## config.mk

```make
export PLATFORM = sky130hd
export DESIGN_NAME = mem_writeback_buffer
export DESIGN_NICKNAME = d
export VERILOG_FILES = /design/src/rtl/mem_writeback_buffer.sv
export SDC_FILE = /design/constraint.sdc
export NUM_CORES = 1
export LEC_CHECK = 0
export CAP_MARGIN = 20
export CORE_MARGIN = 2
export CORE_UTILIZATION = 40
export CTS_CLUSTER_DIAMETER = 60
export CTS_CLUSTER_SIZE = 24
export DETAILED_ROUTE_END_ITERATION = 10
export SYNTH_ARGS = -nofsm -noshare
export SYNTH_HDL_FRONTEND = slang
export SYNTH_SLANG_ARGS = --single-unit
```

## constraint.sdc

```tcl
create_clock -name clk -period 4.9 [get_ports clk]
set_clock_uncertainty 0.2 [all_clocks]
set_input_delay 0.98 -clock clk [delete_from_list [all_inputs] [get_ports clk]]
set_output_delay 0.98 -clock clk [all_outputs]
set_load 0.005 [all_outputs]
```

## src/rtl/mem_writeback_buffer.sv

```systemverilog
// mem_writeback_buffer: circular FIFO of load results queued toward the register writeback arbiter.
module mem_writeback_buffer #(
  parameter int DATABITWIDTH    = 16,
  parameter int REGADDRBITWIDTH = 4,
  parameter int DEPTH           = 4,
  parameter int DEPTHADDRWIDTH  = 2
) (
  input  logic                      clk,
  input  logic                      async_rst_n,
  input  logic                      clk_en,
  input  logic                      LoadValid,
  output logic                      LoadReady,
  input  logic [DATABITWIDTH-1:0]   LoadData,
  input  logic [REGADDRBITWIDTH-1:0] LoadAddr,
  output logic                      MemWritebackACK,
  input  logic                      MemWritebackREQ,
  output logic [DATABITWIDTH-1:0]   MemWritebackDataOut,
  output logic [REGADDRBITWIDTH-1:0] MemWritebackAddrOut,
  output logic [DEPTHADDRWIDTH:0]   Occupancy,
  output logic                      DropError
);
  localparam logic [DEPTHADDRWIDTH:0] L_DEPTH = (DEPTHADDRWIDTH+1)'(DEPTH);
  logic [DATABITWIDTH-1:0]    r_data [DEPTH];
  logic [REGADDRBITWIDTH-1:0] r_addr [DEPTH];
  logic [DEPTHADDRWIDTH-1:0]  r_wr_ptr, r_rd_ptr;
  logic [DEPTHADDRWIDTH:0]    r_count, w_count_nxt;
  logic                       r_drop;
  logic                       w_full, w_empty, w_push, w_pop;
  // Handshakes decode from registered count only, so REQ never reaches LoadReady.
  assign w_full    = r_count == L_DEPTH;
  assign w_empty   = r_count == '0;
  assign w_push    = LoadValid & ~w_full & clk_en;
  assign w_pop     = MemWritebackREQ & ~w_empty & clk_en;
  always_comb begin
    w_count_nxt = r_count;
    w_count_nxt = (w_push & ~w_pop) ? r_count + 1'b1 :
                  (w_pop & ~w_push) ? r_count - 1'b1 : r_count;
  end
  always_ff @(posedge clk or negedge async_rst_n) begin
    if (!async_rst_n) begin
      r_wr_ptr <= '0;
      r_rd_ptr <= '0;
      r_count  <= '0;
      r_drop   <= 1'b0;
    end else begin
      if (w_push) r_wr_ptr <= r_wr_ptr + 1'b1;
      if (w_pop) r_rd_ptr <= r_rd_ptr + 1'b1;
      r_count <= w_count_nxt;
      if (clk_en & LoadValid & w_full) r_drop <= 1'b1;
    end
  end
  always_ff @(posedge clk) begin
    if (w_push) begin
      r_data[r_wr_ptr] <= LoadData;
      r_addr[r_wr_ptr] <= LoadAddr;
    end
  end
  assign LoadReady           = ~w_full;
  assign MemWritebackACK     = ~w_empty;
  assign MemWritebackDataOut = w_empty ? '0 : r_data[r_rd_ptr];
  assign MemWritebackAddrOut = w_empty ? '0 : r_addr[r_rd_ptr];
  assign Occupancy           = r_count;
  assign DropError           = r_drop;
endmodule

```

==> impl_results.md <==
- Crit end category: output pin
- Final WL: 5.84 mm
- Post CTS Setup Buffer Count: 0
- WS Path Type: reg -> out
- Total power: 2.35 mW
- Vias: 1639
- Layout cell share with drive strength beyond 1: 0.174
- Layout area overhead: 24.5%
- Cell area after synthesis: 0.00346 mm2
- Die Area: 0.00942 mm2
- Pwr/cell area: 544 mW/mm2
- Core ar.: about 0.0083 mm2
- Mapped Cells: between 150 and 200
- Cell variety after synth: 21
- Final hold vios: 0
- CTS clk-pin slew, worst paths: about 0.08 ns
- Setup violators final: 0
- Syn_nets: 195
- # rows: 33
- Die Height: 97.1 um
- DRT iter0 DRCs: 50
- Residual DRC: 0
- Slew @ Worst Pin: 0.943 ns
- FMAX: 0.283 GHz
- CTS Buf Count: 9
- Starting density of the core: 0.417
- I/O pin count: 51
- CP max FO: 21
- Synth area leader: edfxtp_1
- Largest net degree at the start of global routing: 24
- Final period utilization: 0.721
- Status: finished, final reports clean
- Final setup TNS: 0 ns
- Syn Area/Cell: approximately 21 um2
- ANT cells: 0
- Dpl hpwl: about 3.6 mm
- Global-route wire length before repair: 9.45 mm
- Max-Cap Viols: 0
- Tot GR Track Use: 0.133
- Post-synth top area share: 0.693
- Seq cells post-synth: 88
- Fin. max-slew vios: 0
- Slew Limit Headroom: 0.371
- Crit path required time: approximately 3.7 ns
- First-pass detailed-route iteration total: 4
- CP startpoint kind: flip-flop
- Hold-fix buffers at CTS: 0
- Final #Nets: 256
- Vias in the first global route: 1817
- Clk buf depth: 2
- TritonCTS clock tree: done
- Top post-synthesis cells by area: edfxtp_1 (69%), mux4_2 (12%), dfrtp_1 (5.8%)
- Via density: 4.89
- Worst-Skew Late Latency: 0.34 ns
- Die width: 97.1 um
- Leakage: ~1.4 nW
- Antenna Nets Post-Route: 0
- Gpl congestion: 0.688
- Peak supply drop: between 0.15 and 0.2 mV
- Worst EP arrival: 2.35 ns
- HP Class: reg -> reg
- Minimum clock period: 3.53 ns
- Post-cts sizing count: 0
- Post-synthesis sequential area ratio: 0.751
- H-tree level count: 3
- Synth warn: 0
- Initial antenna violation count: 0
- RSZ-0062 raised after global routing: false
- Port Buffers: 50
- Clock Tree Root: clkbuf_8
- Clock Sinks: slightly below 90
- WL per Instance: 17.4 um
- Total grt overflow: 0
cell type report:
| class | instances | area, um2 |
|---|---|---|
| Tap cell | 105 | 131 |
| Clock inverter | 5 | 81.3 |
| Multi-Input combinational cell | 67 | 811 |
| Inverter | 3 | 11.3 |
| Clock buffer | 11 | 131 |
| Fill cell | 683 | 3990 |
| Timing Repair Buffer | 56 | 546 |
| Sequential cell | 88 | 2600 |
per-stage QoR:
stage | utilization | cells | area, um2 | hold WS, ns | setup WS [ns]
5_1_grt | 0.520 | 335 | 4310 | 0.333 | 1.23
6_report | 0.520 | 335 | 4310 | 0.280 | 1.37
3_3_place_gp | 0.494 | 319 | 4100 | 0.269 | 1.56
4_1_cts | 0.520 | 335 | 4310 | 0.286 | 1.30
3_5_place_dp | 0.494 | 319 | 4100 | 0.268 | 1.52
2_1_floorplan | - | 164 | 3460 | 0.268 | 2.22
synth_stat cells:
master / n
inv_1: 3
xnor2_1: 4
clkbuf_1: 2
buf_2: 2
fa_1: 1
o21bai_1: 1
and2_1: 24
nor2_1: 2
buf_6: 2
edfxtp_1: 80
mux2_2: 2
mux4_2: 18
mux4_1: 2
a21oi_1: 1
or3_1: 1
nand2_1: 2
dfrtp_1: 8
nand3_1: 1
xor2_1: 2
nand4_1: 1
ha_1: 5
power breakdown:
part / total (mW) / internal (mW) / switching (mW)
combinational: 0.811 / 0.521 / 0.290
sequential: 1.01 / 0.928 / 0.0806
clock: 0.528 / 0.288 / 0.240
metal layers:
metal  global-route usage  part of all wire  wire length (um)
met1                0.167              0.43              2520
met2                0.222              0.52              3010
met3               0.0302             0.041               239
met4               0.0553             0.012                68
met5                    0                 0                 0
worst paths after layout:
kind	cells past startpoint	start	to	slack, ns
min	1	DropError	DropError	0.28
max	3	r_rd_ptr[1]	MemWritebackDataOut[10]	1.37
max in group asynchronous	1	async_rst_n	Occupancy[1]	3.48
min reg2reg	1	DropError	DropError	0.28
min in group asynchronous	1	async_rst_n	r_wr_ptr[0]	0.73
max reg2reg	8	Occupancy[1]	Occupancy[2]	2.11
flip-flops by register name, summed over array words and instances, names as in the netlist:
name / count
r_rd_ptr: 2
r_addr: 16
Occupancy: 3
DropError: 1
r_wr_ptr: 2
r_data: 64
critical path: stages, from the launching register on:
cell,delay [ns]
dfrtp_1,0.97
mux4_2,0.43
and2_1,0.17
clkdlybuf4s50_1,0.44
kinds of logic after synthesis:
group           after synthesis  synth area share
fa+ha+maj                     6            0.0238
simple gates                 31            0.0527
compound gates                2           0.00361
xor+xnor                      6            0.0152
flops                        88             0.751
buf+inv                       9            0.0148
mux                          22             0.139
cell usage in the layout (no fill, tap or decap), drive strengths merged:
cell type | Yosys | routed
edfxtp | 80 | 80
clkdlybuf4s50 | 0 | 50
and2 | 24 | 24
mux4 | 20 | 20
clkbuf | 2 | 11
dfrtp | 8 | 8
buf | 4 | 6
ha | 5 | 5
xnor2 | 4 | 4
inv | 3 | 3
nor2 | 2 | 2
nand2 | 2 | 2
mux2 | 2 | 2
xor2 | 2 | 2
bufinv | 0 | 2
clkinv | 0 | 2
or3 | 1 | 1
a21oi | 1 | 1
nand3 | 1 | 1
nand4 | 1 | 1
o21bai | 1 | 1
fa | 1 | 1
clkinvlp | 0 | 1
(Power assumes the default switching activity.)
